`src/rtl/uart_cmd_decoder_if.sv`:
```
// Bundle of UART RX/TX, board-button and control-strobe signals for uart_cmd_decoder.
// Pure wiring: no logic and no added latency.
// The TX side uses a start/busy handshake. The slave (decoder) holds tx_start off while tx_busy is high.
interface uart_cmd_decoder_if;
  // RX byte stream
  logic [7:0] rx_data;
  logic       rx_done;
  // debounced board buttons
  logic       btn_l;
  logic       btn_u;
  logic       btn_d;
  logic       btn_r;
  // TX handshake
  logic       tx_busy;
  logic [7:0] tx_data;
  logic       tx_start;
  // control strobes to the clock/stopwatch top
  logic       Btn_L_sw;
  logic       Btn_L_watch;
  logic       Btn_U;
  logic       Btn_D;
  logic       Btn_R;
  logic       uart_mode;
  logic       cmd_err;
  logic       ack_drop;

  // decoder side
  modport slave (
    input  rx_data, rx_done, btn_l, btn_u, btn_d, btn_r, tx_busy,
    output tx_data, tx_start, Btn_L_sw, Btn_L_watch, Btn_U, Btn_D, Btn_R,
           uart_mode, cmd_err, ack_drop
  );

  // environment side: UART core, buttons and consumers
  modport master (
    output rx_data, rx_done, btn_l, btn_u, btn_d, btn_r, tx_busy,
    input  tx_data, tx_start, Btn_L_sw, Btn_L_watch, Btn_U, Btn_D, Btn_R,
           uart_mode, cmd_err, ack_drop
  );
endinterface

```
`src/rtl/uart_cmd_decoder.sv`:
```
// Decodes UART command bytes and board buttons into one-cycle control pulses, and returns one ACK byte per received byte.
// Latency: strobes appear 1 cycle after rx_done or a button; tx_start appears 2 cycles after rx_done at the earliest.
// Backpressure: the ACK waits in SEND while tx_busy is high; a byte arriving while an ACK is in flight still acts but its ACK is dropped.
module uart_cmd_decoder #(
  parameter bit   CASE_INSENS = 1'b1,
  parameter bit   ACK_EN      = 1'b1,
  parameter logic MODE_RST    = 1'b0
) (
  input  logic                  i_clk,
  input  logic                  i_rst,
  uart_cmd_decoder_if.slave     io
);

  typedef enum logic [1:0] {
    S_IDLE = 2'd0,
    S_SEND = 2'd1,
    S_WAIT = 2'd2
  } state_t;

  // Registered outputs
  logic       r_btn_l_sw;
  logic       r_btn_l_watch;
  logic       r_btn_u;
  logic       r_btn_d;
  logic       r_btn_r;
  logic       r_mode;
  logic       r_cmd_err;
  logic       r_ack_drop;
  logic       r_tx_start;
  logic [7:0] r_tx_data;
  state_t     r_state;
  // Set on entry to WAIT so that WAIT lasts at least one cycle before tx_busy is looked at.
  logic       r_dwell;

  // Decode results for the current RX byte, each gated by rx_done
  logic [7:0] w_byte_uc;
  logic       w_rx_l;
  logic       w_rx_u;
  logic       w_rx_d;
  logic       w_rx_r;
  logic       w_rx_m;
  logic       w_known;
  logic       w_l_act;
  logic [7:0] w_ack;

  // Fold lowercase onto uppercase when allowed, then match the command letters
  always_comb begin
    w_byte_uc = io.rx_data;
    if (CASE_INSENS && (io.rx_data >= 8'h61) && (io.rx_data <= 8'h7A)) begin
      w_byte_uc = io.rx_data - 8'h20;
    end
    w_rx_l  = io.rx_done && (w_byte_uc == 8'h4C);
    w_rx_u  = io.rx_done && (w_byte_uc == 8'h55);
    w_rx_d  = io.rx_done && (w_byte_uc == 8'h44);
    w_rx_r  = io.rx_done && (w_byte_uc == 8'h52);
    w_rx_m  = io.rx_done && (w_byte_uc == 8'h4D);
    w_known = w_rx_l || w_rx_u || w_rx_d || w_rx_r || w_rx_m;
    // UART 'L' and the board button share one run/stop action, so they produce a single pulse
    w_l_act = w_rx_l || io.btn_l;
    // A recognised byte is echoed unchanged; anything else is answered with '?'
    w_ack   = w_known ? io.rx_data : 8'h3F;
  end

  // Control strobes and the mode level; the L action is routed by the mode held before this edge
  always_ff @(posedge i_clk) begin
    if (i_rst) begin
      r_btn_l_sw    <= 1'b0;
      r_btn_l_watch <= 1'b0;
      r_btn_u       <= 1'b0;
      r_btn_d       <= 1'b0;
      r_btn_r       <= 1'b0;
      r_cmd_err     <= 1'b0;
      r_mode        <= MODE_RST;
    end else begin
      r_btn_l_sw    <= w_l_act && !r_mode;
      r_btn_l_watch <= w_l_act && r_mode;
      r_btn_u       <= w_rx_u || io.btn_u;
      r_btn_d       <= w_rx_d || io.btn_d;
      r_btn_r       <= w_rx_r || io.btn_r;
      r_cmd_err     <= io.rx_done && !w_known;
      if (w_rx_m) begin
        r_mode <= !r_mode;
      end
    end
  end

  // ACK transmit FSM: load in IDLE, request in SEND once TX is free, then wait in WAIT for TX to finish
  always_ff @(posedge i_clk) begin
    if (i_rst) begin
      r_state    <= S_IDLE;
      r_tx_start <= 1'b0;
      r_tx_data  <= 8'h00;
      r_ack_drop <= 1'b0;
      r_dwell    <= 1'b0;
    end else begin
      r_tx_start <= 1'b0;
      r_ack_drop <= 1'b0;
      if (ACK_EN) begin
        case (r_state)
          S_IDLE: begin
            if (io.rx_done) begin
              r_tx_data <= w_ack;
              r_state   <= S_SEND;
            end
          end
          S_SEND: begin
            if (io.rx_done) begin
              r_ack_drop <= 1'b1;
            end
            if (!io.tx_busy) begin
              r_tx_start <= 1'b1;
              r_dwell    <= 1'b1;
              r_state    <= S_WAIT;
            end
          end
          S_WAIT: begin
            if (io.rx_done) begin
              r_ack_drop <= 1'b1;
            end
            if (r_dwell) begin
              r_dwell <= 1'b0;
            end else if (!io.tx_busy) begin
              r_state <= S_IDLE;
            end
          end
          default: begin
            r_state <= S_IDLE;
          end
        endcase
      end else begin
        r_state <= S_IDLE;
      end
    end
  end

  assign io.Btn_L_sw    = r_btn_l_sw;
  assign io.Btn_L_watch = r_btn_l_watch;
  assign io.Btn_U       = r_btn_u;
  assign io.Btn_D       = r_btn_d;
  assign io.Btn_R       = r_btn_r;
  assign io.uart_mode   = r_mode;
  assign io.cmd_err     = r_cmd_err;
  assign io.ack_drop    = r_ack_drop;
  assign io.tx_start    = r_tx_start;
  assign io.tx_data     = r_tx_data;

endmodule
```
`src/flat_wrapper.sv`:
```
// flat-port wrapper written by rule: the top's interface ports become plain ports
module uart_cmd_decoder_flat 
#(
  parameter bit   CASE_INSENS = 1'b1,
  parameter bit   ACK_EN      = 1'b1,
  parameter logic MODE_RST    = 1'b0
)
  (i_clk, i_rst, io_rx_data, io_rx_done, io_btn_l, io_btn_u, io_btn_d, io_btn_r, io_tx_busy, io_tx_data, io_tx_start, io_Btn_L_sw, io_Btn_L_watch, io_Btn_U, io_Btn_D, io_Btn_R, io_uart_mode, io_cmd_err, io_ack_drop);
  uart_cmd_decoder_if io_i ();
  input  logic i_clk;
  input  logic i_rst;
  input wire logic [$bits(io_i.rx_data)-1:0] io_rx_data;
  input wire logic [$bits(io_i.rx_done)-1:0] io_rx_done;
  input wire logic [$bits(io_i.btn_l)-1:0] io_btn_l;
  input wire logic [$bits(io_i.btn_u)-1:0] io_btn_u;
  input wire logic [$bits(io_i.btn_d)-1:0] io_btn_d;
  input wire logic [$bits(io_i.btn_r)-1:0] io_btn_r;
  input wire logic [$bits(io_i.tx_busy)-1:0] io_tx_busy;
  output wire logic [$bits(io_i.tx_data)-1:0] io_tx_data;
  output wire logic [$bits(io_i.tx_start)-1:0] io_tx_start;
  output wire logic [$bits(io_i.Btn_L_sw)-1:0] io_Btn_L_sw;
  output wire logic [$bits(io_i.Btn_L_watch)-1:0] io_Btn_L_watch;
  output wire logic [$bits(io_i.Btn_U)-1:0] io_Btn_U;
  output wire logic [$bits(io_i.Btn_D)-1:0] io_Btn_D;
  output wire logic [$bits(io_i.Btn_R)-1:0] io_Btn_R;
  output wire logic [$bits(io_i.uart_mode)-1:0] io_uart_mode;
  output wire logic [$bits(io_i.cmd_err)-1:0] io_cmd_err;
  output wire logic [$bits(io_i.ack_drop)-1:0] io_ack_drop;
  assign io_i.rx_data = io_rx_data;
  assign io_i.rx_done = io_rx_done;
  assign io_i.btn_l = io_btn_l;
  assign io_i.btn_u = io_btn_u;
  assign io_i.btn_d = io_btn_d;
  assign io_i.btn_r = io_btn_r;
  assign io_i.tx_busy = io_tx_busy;
  assign io_tx_data = io_i.tx_data;
  assign io_tx_start = io_i.tx_start;
  assign io_Btn_L_sw = io_i.Btn_L_sw;
  assign io_Btn_L_watch = io_i.Btn_L_watch;
  assign io_Btn_U = io_i.Btn_U;
  assign io_Btn_D = io_i.Btn_D;
  assign io_Btn_R = io_i.Btn_R;
  assign io_uart_mode = io_i.uart_mode;
  assign io_cmd_err = io_i.cmd_err;
  assign io_ack_drop = io_i.ack_drop;
  uart_cmd_decoder #(.CASE_INSENS(CASE_INSENS), .ACK_EN(ACK_EN), .MODE_RST(MODE_RST)) u_core (.i_clk(i_clk), .i_rst(i_rst), .io(io_i));
endmodule
```
`config.mk`:
```
export PLATFORM = sky130hd
export DESIGN_NAME = uart_cmd_decoder_flat
export DESIGN_NICKNAME = d
export VERILOG_FILES = /design/src/rtl/uart_cmd_decoder_if.sv /design/src/rtl/uart_cmd_decoder.sv /design/src/flat_wrapper.sv
export SDC_FILE = /design/constraint.sdc
export NUM_CORES = 1
export LEC_CHECK = 0
export CORE_MARGIN = 3
export CORE_UTILIZATION = 46
export DETAILED_ROUTE_END_ITERATION = 10
export GPL_TIMING_DRIVEN = 0
export PLACE_DENSITY_LB_ADDON = 0.12
export SLEW_MARGIN = 20
export SYNTH_ARGS = -nofsm -noshare
export SYNTH_HDL_FRONTEND = slang
export SYNTH_SLANG_ARGS = --single-unit
export TNS_END_PERCENT = 10
```
`constraint.sdc`:
```
create_clock -name i_clk -period 3.62 [get_ports i_clk]
set_input_delay 0.724 -clock i_clk [delete_from_list [all_inputs] [get_ports i_clk]]
set_output_delay 0.724 -clock i_clk [all_outputs]
set_load 0.03 [all_outputs]
```
Word-level counts from Yosys, hierarchy flattened. Index checks and enable logic that the tools add are counted.

ROM bits: 0. Memories kept: 0. Output and inout port bits: 17. Latch bits: 0. Flip-flop bits (word level): 20. RAM bits: 0. Logic and storage cells: 66.

Add/subtract/negate cells: 1. $mul: 0. Muxes and demuxes: 11. Reduce and logical (&&, ||, !) cells: 27. Shift-type cells: 0. $lt $le $gt $ge: 2. Bitwise logic cells: 2. Div/mod/pow operators: 0. Eq/ne operators: 11.

Operators with widths (count): 8-bit by 7-bit equality test with 1-bit output (second input constant) (5); 8-bit 2-to-1 mux (2); 1-bit logical AND (9); 8-bit by 7-bit >= comparator with 1-bit output (second input constant) (1); 8-bit by 7-bit less-or-equal comparator with 1-bit output (second input constant) (1); 1-bit logical OR (8); 2-bit 2-to-1 mux (4); 2-bit != test (second input constant) (4); 8-bit by 6-bit subtractor with 8-bit output (second input constant) (1); 2-bit one-hot mux with 3 select lines (1); 2-bit OR reduction (3); 2-bit AND reduction (2); 4-bit AND reduction (1); 1-bit 2-to-1 mux (3); 2-bit by 1-bit equality test with 1-bit output (second input constant) (1); 2-bit equality test (second input constant) (1); 1-bit logical NOT (2); 2-bit logical NOT (1); 1-bit NOT (2); 1-bit one-hot mux with 2 select lines (1); 2-bit nonzero test (1).

Depth between registers and ports, before layout. Gate-level depths: netlist of the first run.

Depth in word-level cells: 11. Depth in mapped cells: 6.

Least setup slack after synthesis of the first run. No wires, ideal clock.

Path kind: input port to flip-flop. Start point: input port io_rx_data[5]. End point: register u_core.r_mode, in the netlist u_core.io.uart_mode. Arrival: 1.802 ns. Slack: 1.746 ns. Cell stages on the path: 6. Buffers on the path: 0. Cell sequence: inv_1 -> ha_1 -> xor2_1 -> o21a_1 -> nor4b_2 -> mux2i_1.

Word-level cells in the longest chain between the ends: 5.

Ends and longest elaborated chain: start: declaration (line flat_wrapper.sv:12) `input wire logic [$bits(io_i.rx_data)-1:0] io_rx_data;`; 8-bit by 7-bit >= comparator with 1-bit output / 8-bit by 7-bit less-or-equal comparator with 1-bit output (equally long branches) (line uart_cmd_decoder.sv:49) `if (CASE_INSENS && (io.rx_data >= 8'h61) && (io.rx_data <= 8'h7A)) begin`; 1-bit logical AND (line uart_cmd_decoder.sv:49); 8-bit 2-to-1 mux * (line uart_cmd_decoder.sv:49); 8-bit by 7-bit equality test with 1-bit output * (line uart_cmd_decoder.sv:56) `w_rx_m = io.rx_done && (w_byte_uc == 8'h4D);`; 1-bit logical AND * (line uart_cmd_decoder.sv:56); end signal: assignment (line uart_cmd_decoder.sv:82) `r_mode <= !r_mode;`; end: declaration (line uart_cmd_decoder.sv:26) `logic r_mode;`.

Every way passes the cells marked *; elsewhere a longest branch is shown, timed or not. A chain may end at the register's enable or synchronous reset.

Worst setup path in the final report of the first run.
Start point: input port io_rx_data[6]. End point: register u_core.r_mode, in the netlist u_core.io.uart_mode.

Same word-level chain as after synthesis.

==> results of run 1 <==
==> final cells by class <==
class	instances	share of cell area
timing repair buffer	31	0.235
inverter	6	0.0171
buffer	3	0.00853
multi-input combinational	72	0.373
sequential	20	0.303
clock inverter	1	0.0227
clock buffer	3	0.0171
tap	25	0.0237
==> per-layer routing <==
metal  up-vias  track usage  part of all wire
met4         0       0.0762            0.0099
met3         4       0.0408             0.058
met5         -            0                 0
met1       385        0.260              0.47
met2        33        0.328              0.46
li1        434            -                 -
==> sequential cells by signal, indices dropped and copies added (netlist names) <==
signal,flops
u_core.io.Btn_R,1
u_core.io.Btn_D,1
u_core.io.ack_drop,1
u_core.io.Btn_U,1
u_core.io.tx_data,8
u_core.io.Btn_L_watch,1
u_core.io.cmd_err,1
u_core.r_dwell,1
u_core.io.uart_mode,1
u_core.r_state,2
u_core.io.Btn_L_sw,1
u_core.io.tx_start,1
==> cells in the final DEF (no fill, tap or decap) <==
| master | netlist | layout |
|---|---|---|
| sky130_fd_sc_hd__a21oi_1 | 8 | 8 |
| sky130_fd_sc_hd__a31oi_1 | 4 | 4 |
| sky130_fd_sc_hd__a32o_1 | 1 | 1 |
| sky130_fd_sc_hd__a41oi_1 | 1 | 1 |
| sky130_fd_sc_hd__and2_1 | 1 | 1 |
| sky130_fd_sc_hd__and3_1 | 2 | 2 |
| sky130_fd_sc_hd__and3b_1 | 1 | 1 |
| sky130_fd_sc_hd__and4b_1 | 1 | 1 |
| sky130_fd_sc_hd__bufinv_16 | 0 | 1 |
| sky130_fd_sc_hd__clkbuf_1 | 3 | 3 |
| sky130_fd_sc_hd__clkbuf_4 | 0 | 3 |
| sky130_fd_sc_hd__clkdlybuf4s50_1 | 0 | 31 |
| sky130_fd_sc_hd__dfxtp_1 | 20 | 20 |
| sky130_fd_sc_hd__ha_1 | 5 | 5 |
| sky130_fd_sc_hd__inv_1 | 6 | 6 |
| sky130_fd_sc_hd__mux2i_1 | 3 | 3 |
| sky130_fd_sc_hd__nand2_1 | 7 | 7 |
| sky130_fd_sc_hd__nand2b_1 | 1 | 1 |
| sky130_fd_sc_hd__nand4_1 | 1 | 1 |
| sky130_fd_sc_hd__nand4b_1 | 1 | 1 |
| sky130_fd_sc_hd__nor2_1 | 9 | 9 |
| sky130_fd_sc_hd__nor2b_1 | 1 | 1 |
| sky130_fd_sc_hd__nor3_1 | 4 | 4 |
| sky130_fd_sc_hd__nor3b_1 | 1 | 1 |
| sky130_fd_sc_hd__nor3b_2 | 1 | 1 |
| sky130_fd_sc_hd__nor3b_4 | 1 | 1 |
| sky130_fd_sc_hd__nor4_1 | 1 | 1 |
| sky130_fd_sc_hd__nor4b_2 | 1 | 1 |
| sky130_fd_sc_hd__o211a_1 | 1 | 1 |
| sky130_fd_sc_hd__o21a_1 | 2 | 2 |
| sky130_fd_sc_hd__o21ai_0 | 8 | 8 |
| sky130_fd_sc_hd__o22ai_1 | 1 | 1 |
| sky130_fd_sc_hd__o22ai_2 | 1 | 1 |
| sky130_fd_sc_hd__or2_2 | 1 | 1 |
| sky130_fd_sc_hd__or3b_4 | 1 | 1 |
| sky130_fd_sc_hd__xor2_1 | 1 | 1 |
==> final timing paths <==
kind | endpoint | slack [ns] | depth (start not counted)
worst max register to register | u_core.io.tx_data[2]$_SDFFE_PP0P_ | 2.17 | 6
worst max-delay path | u_core.io.uart_mode$_SDFFE_PP0P_ | 1.31 | 7
worst min register to register | u_core.io.Btn_L_watch$_SDFF_PP0_ | 0.50 | 2
worst min-delay path | u_core.io.Btn_L_watch$_SDFF_PP0_ | 0.50 | 2
==> worst max-delay path, cell delays in order <==
cell and delay, ns:
sky130_fd_sc_hd__clkdlybuf4s50_1 0.56, sky130_fd_sc_hd__inv_1 0.09, sky130_fd_sc_hd__ha_1 0.22, sky130_fd_sc_hd__xor2_1 0.16, sky130_fd_sc_hd__o21a_1 0.25, sky130_fd_sc_hd__nor4b_2 0.34
sky130_fd_sc_hd__mux2i_1 0.22
==> metrics by stage <==
stage / cells / utilization
floorplan: 101 / -
global placement: 157 / 0.696
detailed placement: 157 / 0.696
CTS: 161 / 0.725
global route: 161 / 0.725
finish: 161 / 0.725
==> power by group <==
part           total, W  internal [W]  switching, W
Combinational  0.000241      0.000104      0.000138
Clock          0.000186      0.000112     0.0000739
Sequential     0.000268      0.000253     0.0000159
Total          0.000695      0.000468      0.000227
==> cells by family (layout without fill, tap and decap cells) <==
kind of cell    after synthesis  count (layout)  share of synthesized area
xor+xnor                      1               1                    0.00946
mux                           3               3                     0.0324
fa+ha+maj                     5               5                     0.0676
compound gates               27              27                      0.181
buf+inv                       9              44                     0.0365
simple gates                 36              36                      0.241
flops                        20              20                      0.432
==> tab_implementation.tex, run 1 <==
\begin{tabular}{lr}
\hline
Metric & Value \\
\hline
\multicolumn{2}{l}{\textbf{Critical path}} \\
\quad Data arrival time of the worst path & 2.56 ns \\
\quad Data required time of the worst path & 3.87 ns \\
\quad R2r startpoint & u\_core.r\_state[0]\$\_SDFFE\_PP0P\_ \\
\quad Max FO, Critical Path & 5 \\
\quad Kind of launch point of the worst setup path & input pin \\
\quad Class of the most critical setup path & input pin to flip-flop \\
\quad Critical path origin & io\_rx\_data[6] \\
\quad Endpoint kind of the worst setup timing path & flip-flop \\
\multicolumn{2}{l}{\textbf{Synthesis}} \\
\quad Top post-synthesis cells by count & sky130\_fd\_sc\_hd\_\_dfxtp\_1 (20), sky130\_fd\_sc\_hd\_\_nor2\_1 (9), sky130\_fd\_sc\_hd\_\_a21oi\_1 (8), sky130\_fd\_sc\_hd\_\_o21ai\_0 (8), sky130\_fd\_sc\_hd\_\_nand2\_1 (7) \\
\quad Synth warn & 0 \\
\quad Cell count after synthesis & 101 \\
\quad Area of the mapped netlist & 926 µm² \\
\quad Top cell type by total area after synthesis & sky130\_fd\_sc\_hd\_\_dfxtp\_1 \\
\quad Number of synthesized register bits & 20 \\
\quad Area share of the largest cell type after synthesis & 0.432 \\
\quad Leading register cell type out of synthesis & sky130\_fd\_sc\_hd\_\_dfxtp\_1 \\
\quad Share of synthesized flip-flops with an asynchronous set or reset & 0 \\
\quad EDFF count, synth & 0 \\
\quad Number of unique standard cell types used by synthesis & 33 \\
\quad Most frequently used cell type in the post-synthesis netlist & sky130\_fd\_sc\_hd\_\_dfxtp\_1 \\
\quad Average cell area after synthesis & 9.17 µm² \\
\quad Post-Synthesis Net Count & 122 \\
\quad Ranking of synthesized cells by area & sky130\_fd\_sc\_hd\_\_dfxtp\_1 (43\%), sky130\_fd\_sc\_hd\_\_ha\_1 (6.8\%), sky130\_fd\_sc\_hd\_\_a21oi\_1 (4.3\%) \\
\quad Sequential element share of the synthesized area & 0.432 \\
\multicolumn{2}{l}{\textbf{Floorplanning}} \\
\quad Number of standard-cell rows in the floorplan & 15 \\
\quad Area of the placeable core & 0.00182 mm² \\
\quad Initial cell density of the core & 0.509 \\
\quad Number of placed I/O pins & 33 \\
\quad Y dimension of the die & 50.9 µm \\
\quad Floorplan die area & 0.00259 mm² \\
\quad Die X-Extent & 50.9 µm \\
\multicolumn{2}{l}{\textbf{Detailed routing}} \\
\quad Post-Route WL & 2220 µm \\
\quad Antenna viol nets, final & 0 \\
\quad Average via count per standard cell & 5.32 \\
\quad Remaining design rule violation count & 0 \\
\quad First-iteration detailed-routing DRC count & 21 \\
\quad Per-cell routed wire length & 13.8 µm \\
\quad Via total after detailed routing & 856 \\
\quad TritonRoute pass-1 iters & 4 \\
\multicolumn{2}{l}{\textbf{GRT}} \\
\quad First-pass GRT wire length & 3990 µm \\
\quad Vias in the first global route & 901 \\
\quad Largest net degree at the start of global routing & 13 \\
\quad Total routing resource utilization after global routing & 0.201 \\
\quad Antenna violations before repair & 0 \\
\quad Grt ovf & 0 \\
\multicolumn{2}{l}{\textbf{Status}} \\
\quad Status & finished clean \\
\multicolumn{2}{l}{\textbf{Timing}} \\
\quad Setup skew after layout & 0.0117 ns \\
\quad Final count of hold timing violations & 0 \\
\quad Final slew viol count & 0 \\
\quad Final worst path period share & 0.637 \\
\quad Post-route setup slack & 1.31 ns \\
\quad Time the final worst path needs with I/O delays and setup & 2.31 ns \\
\quad WHS & 0.499 ns \\
\quad Max Clock Freq & 433 MHz \\
\quad Setup violators final & 0 \\
\quad Post-Route Setup TNS & 0 ns \\
\quad Slew @ Worst Pin & 0.449 ns \\
\quad Slew HR & 0.700 \\
\quad Setup repair after global routing missed its margin & no \\
\multicolumn{2}{l}{\textbf{Final layout}} \\
\quad Fraction of layout instances using a drive strength above 1 & 0.0735 \\
\quad Filler cell count in the final layout & 147 \\
\quad FF/Latch Area & 400 µm² \\
\quad Ant. Diodes & 0 \\
\quad Area added between synthesis and finish & 42.6\% \\
\quad Number of nets in the layout & 158 \\
\quad Area of all placed cells without fillers & 0.00132 mm² \\
\quad Footprint of the multi-input gates & 492 µm² \\
\multicolumn{2}{l}{\textbf{Clock network}} \\
\quad Number of levels in the clock H-tree & 1 \\
\quad Number of buffers inserted by post-CTS setup repair & 0 \\
\quad Inserted Clock Buffers & 3 \\
\quad Number of buffers added to fix hold violations after cts & 0 \\
\quad Clock transition at the registers of the reported paths & 0.13 ns \\
\quad Clock tree root driver cell & sky130\_fd\_sc\_hd\_\_clkbuf\_4 \\
\quad Clk Latency, worst-skew pair & 0.31 ns \\
\quad Buffers from clock root to sink, at most & 2 \\
\quad Clock tree from TritonCTS & built \\
\quad Number of instances resized during post-cts repair & 0 \\
\quad Sinks on the clock net & 20 \\
\multicolumn{2}{l}{\textbf{Place}} \\
\quad PortBufs & 31 \\
\quad Worst setup timing slack at the placement stage & 1.03 ns \\
\quad Standard cell area after detailed placement & 0.00127 mm² \\
\quad Final RePlAce weighted congestion & 0.852 \\
\quad HPWL reported at the end of detailed placement & 1710 µm \\
\multicolumn{2}{l}{\textbf{Pwr}} \\
\quad Power density over the cells & 527 mW/mm² \\
\quad Leakage & 0.527 nW \\
\quad Total chip power & 0.000695 W \\
\quad Worst ir drop on vdd & 0.000330 V \\
\multicolumn{2}{l}{\textbf{Job}} \\
\quad Number of maximum-capacitance violations & 0 \\
\multicolumn{2}{l}{\textbf{Worst hold path}} \\
\quad Worst min path class & flip-flop to flip-flop \\
\quad Hold path startpoint & u\_core.io.uart\_mode\$\_SDFFE\_PP0P\_ \\
\hline
\end{tabular}
Note: power is estimated with default switching activity, not from simulation.
==> run 2: changes to the inputs <==
--- a/config.mk
+++ b/config.mk
@@ -6,7 +6,7 @@
 export NUM_CORES = 1
 export LEC_CHECK = 0
 export CORE_MARGIN = 3
-export CORE_UTILIZATION = 46
+export CORE_UTILIZATION = 39
 export DETAILED_ROUTE_END_ITERATION = 10
 export GPL_TIMING_DRIVEN = 0
 export PLACE_DENSITY_LB_ADDON = 0.12
==> constraint.sdc (replaced) <==
create_clock -name i_clk -period 1.85 [get_ports i_clk]
set_input_delay 0.37 -clock i_clk [delete_from_list [all_inputs] [get_ports i_clk]]
set_output_delay 0.37 -clock i_clk [all_outputs]
set_load 0.03 [all_outputs]
==> run 2 against run 1 <==
Clock skew is 0.011 ns lower. Routed wire length is 4.2% lower. Flip-flop and latch count stayed put. Critical path depth is 6 lower. Via count is 1.4% higher. Clock-buffer cell count stayed put. Sequential power is 96% higher. Global-route usage is 4.3 points lower. Register-to-register slack worse by 1.7 ns. Sequential share of layout area is 0.23 points lower. Setup slack worse by 1.2 ns. Hold slack worse by 0.075 ns. Largest cell class unchanged.
==> tab_implementation.tex, run 2 (synthesis gave the netlist of run 1 again) <==
\begin{tabular}{lr}
\hline
Metric & Value \\
\hline
\multicolumn{2}{l}{\textbf{Place}} \\
\quad Standard cell area after detailed placement & 0.00127 mm² (+0.30\%) \\
\quad HPWL reported at the end of detailed placement & 1580 µm (-7.8\%) \\
\quad Final RePlAce weighted congestion & 0.843 (-0.99\%) \\
\quad PortBufs & 31 (unchanged) \\
\quad Worst setup timing slack at the placement stage & -0.328 ns (-1.36 ns) \\
\multicolumn{2}{l}{\textbf{Floorplanning}} \\
\quad Area of the placeable core & 0.00223 mm² (+23\%) \\
\quad Y dimension of the die & 54.7 µm (+7.6\%) \\
\quad Initial cell density of the core & 0.415 (-0.0940) \\
\quad Die X-Extent & 54.7 µm (+7.6\%) \\
\quad Floorplan die area & 0.00299 mm² (+16\%) \\
\quad Number of standard-cell rows in the floorplan & 17 (+2) \\
\quad Number of placed I/O pins & 33 (unchanged) \\
\multicolumn{2}{l}{\textbf{Clock network}} \\
\quad Number of levels in the clock H-tree & 1 (unchanged) \\
\quad Buffers from clock root to sink, at most & 2 (unchanged) \\
\quad Number of buffers added to fix hold violations after cts & 0 (unchanged) \\
\quad Clk Latency, worst-skew pair & 0.29 ns (-0.02 ns) \\
\quad Clock transition at the registers of the reported paths & 0.11 ns (-0.02 ns) \\
\quad Inserted Clock Buffers & 3 (unchanged) \\
\quad Clock tree from TritonCTS & built \\
\quad Sinks on the clock net & 20 (unchanged) \\
\quad Clock tree root driver cell & sky130\_fd\_sc\_hd\_\_clkbuf\_4 \\
\multicolumn{2}{l}{\textbf{GRT}} \\
\quad Grt ovf & 0 (unchanged) \\
\quad Antenna violations before repair & 0 (unchanged) \\
\quad Largest net degree at the start of global routing & 11 (-2) \\
\quad Vias in the first global route & 800 (-11\%) \\
\quad First-pass GRT wire length & 3460 µm (-13\%) \\
\quad Total routing resource utilization after global routing & 0.158 (-0.0431) \\
\multicolumn{2}{l}{\textbf{Timing}} \\
\quad Setup skew after layout & 0.000864 ns (-0.0108 ns) \\
\quad Slew @ Worst Pin & 0.456 ns (+0.00617 ns) \\
\quad WHS & 0.424 ns (-0.0746 ns) \\
\quad Setup violators final & 0 (unchanged) \\
\quad Max Clock Freq & 589 MHz \\
\quad Final count of hold timing violations & 0 (unchanged) \\
\quad Final worst path period share & 0.918 \\
\quad Slew HR & 0.696 (-0.00411) \\
\quad Final slew viol count & 0 (unchanged) \\
\quad Setup repair after global routing missed its margin & no \\
\quad Time the final worst path needs with I/O delays and setup & 1.70 ns \\
\quad Post-route setup slack & 0.151 ns (-1.16 ns) \\
\multicolumn{2}{l}{\textbf{Critical path}} \\
\quad Worst path top cell family by delay & buffers and inverters \\
\quad Slowest stage delay, CP & 0.67 ns (+0.11 ns) \\
\quad Sum of buffers and inverters on the critical path & 1 (-1) \\
\quad Kind of launch point of the worst setup path & flip-flop \\
\quad Master of the slowest instance on the critical path & sky130\_fd\_sc\_hd\_\_clkdlybuf4s50\_1 \\
\quad Class of the most critical setup path & flip-flop to primary output \\
\quad Ordered cell list for the critical path & clkdlybuf4s50\_1 \\
\quad Max FO, Critical Path & 3 (-2) \\
\quad Data required time of the worst path & 1.48 ns (-2.39 ns) \\
\quad Endpoint kind of the worst setup timing path & primary output \\
\quad Data arrival time of the worst path & 1.33 ns (-1.23 ns) \\
\multicolumn{2}{l}{\textbf{Final layout}} \\
\quad Filler cell count in the final layout & 199 (+35\%) \\
\quad Leading cell types in the layout, fill and taps excluded & sky130\_fd\_sc\_hd\_\_clkdlybuf4s50\_1 (29), sky130\_fd\_sc\_hd\_\_dfxtp\_1 (20), sky130\_fd\_sc\_hd\_\_nor2\_1 (9), sky130\_fd\_sc\_hd\_\_o21ai\_0 (8), sky130\_fd\_sc\_hd\_\_a21oi\_1 (8) \\
\quad Most common cell after layout, fill and taps aside & sky130\_fd\_sc\_hd\_\_clkdlybuf4s50\_1 \\
\quad Fraction of layout instances using a drive strength above 1 & 0.0949 (+0.0214) \\
\quad Layout Utilization & 0.596 (-0.130) \\
\quad Area added between synthesis and finish & 43.6\% \\
\quad Area of all placed cells without fillers & 0.00133 mm² (+0.76\%) \\
\quad Number of nets in the layout & 160 (+1.3\%) \\
\quad Ant. Diodes & 0 (unchanged) \\
\quad Number of flip-flops under the largest register name & 8 (unchanged) \\
\multicolumn{2}{l}{\textbf{Job}} \\
\quad Number of maximum-capacitance violations & 0 (unchanged) \\
\multicolumn{2}{l}{\textbf{Detailed routing}} \\
\quad Remaining design rule violation count & 0 (unchanged) \\
\quad First-iteration detailed-routing DRC count & 16 (-24\%) \\
\quad Post-Route WL & 2130 µm (-4.2\%) \\
\quad Via total after detailed routing & 868 (+1.4\%) \\
\quad TritonRoute pass-1 iters & 4 (unchanged) \\
\quad Per-cell routed wire length & 12.9 µm (-6.5\%) \\
\quad Antenna viol nets, final & 0 (unchanged) \\
\quad Average via count per standard cell & 5.26 (-1.1\%) \\
\multicolumn{2}{l}{\textbf{Worst hold path}} \\
\quad Worst min path class & input pin to flip-flop \\
\multicolumn{2}{l}{\textbf{Pwr}} \\
\quad Total chip power & 0.00119 W (+71\%) \\
\quad Power density over the cells & 896 mW/mm² (+70\%) \\
\quad Leakage & 0.549 nW (+4.3\%) \\
\quad Worst ir drop on vdd & 0.000571 V (+73\%) \\
\multicolumn{2}{l}{\textbf{Status}} \\
\quad Status & finished clean \\
\hline
\end{tabular}
[run 2: report_power, final]
group / total (W) / leakage (nW) / switching, W / internal, W
registers: 0.000526 / 0.165 / 0.0000316 / 0.000494
clock network: 0.000200 / 0.0138 / 0.000124 / 0.0000756
logic: 0.000466 / 0.370 / 0.000263 / 0.000203
[run 2: worst paths after layout]
check | start | end | slack [ns] | depth (start not counted)
worst max register to register | u_core.r_state[0]$_SDFFE_PP0P_ | u_core.io.tx_data[2]$_SDFFE_PP0P_ | 0.47 | 6
worst min-delay path | io_rx_data[5] | u_core.io.tx_data[5]$_SDFFE_PP0P_ | 0.42 | 3
worst min register to register | u_core.io.uart_mode$_SDFFE_PP0P_ | u_core.io.Btn_L_watch$_SDFF_PP0_ | 0.49 | 2
worst max-delay path | u_core.io.uart_mode$_SDFFE_PP0P_ | io_uart_mode | 0.15 | 1
[run 2: metal layers]
| metal | global-route usage | share of wire | vias to the layer above |
|---|---|---|---|
| li1 | - | - | 439 |
| met1 | 0.216 | 0.48 | 389 |
| met2 | 0.234 | 0.42 | 36 |
| met3 | 0.0381 | 0.081 | 4 |
| met4 | 0.0622 | 0.016 | 0 |
| met5 | 0 | 0 | - |
[run 2: final cells by class]
type	instances	area, µm²	share of cell area
multi-input cells	72	508	0.382
flip-flops and latches	20	400	0.301
repair buffers	33	330	0.248
well taps	28	35.0	0.0263
clock buffers	3	22.5	0.0169
inverters	6	22.5	0.0169
plain buffers	3	11.3	0.00847
[run 2: per-stage QoR]
step | cells | TNS (ns)
2_1_floorplan | 101 | 0
3_3_place_gp | 160 | -2.18
3_5_place_dp | 160 | -2.29
4_1_cts | 163 | 0
5_1_grt | 165 | 0
6_report | 165 | 0
[run 2: tightest hold or removal path: cells and delay by family]
family / cells / cell delay, ns
buffers and inverters: 2 / 0.24
AOI/OAI and AO/OA: 1 / 0.07
[run 2: timing repair]
item / 4_1_cts / 5_1_grt
setup endpoints to repair: 2 / 3
resized for setup: 0 / 5
setup buffers: 0 / 2
pin swaps: 2 / 1
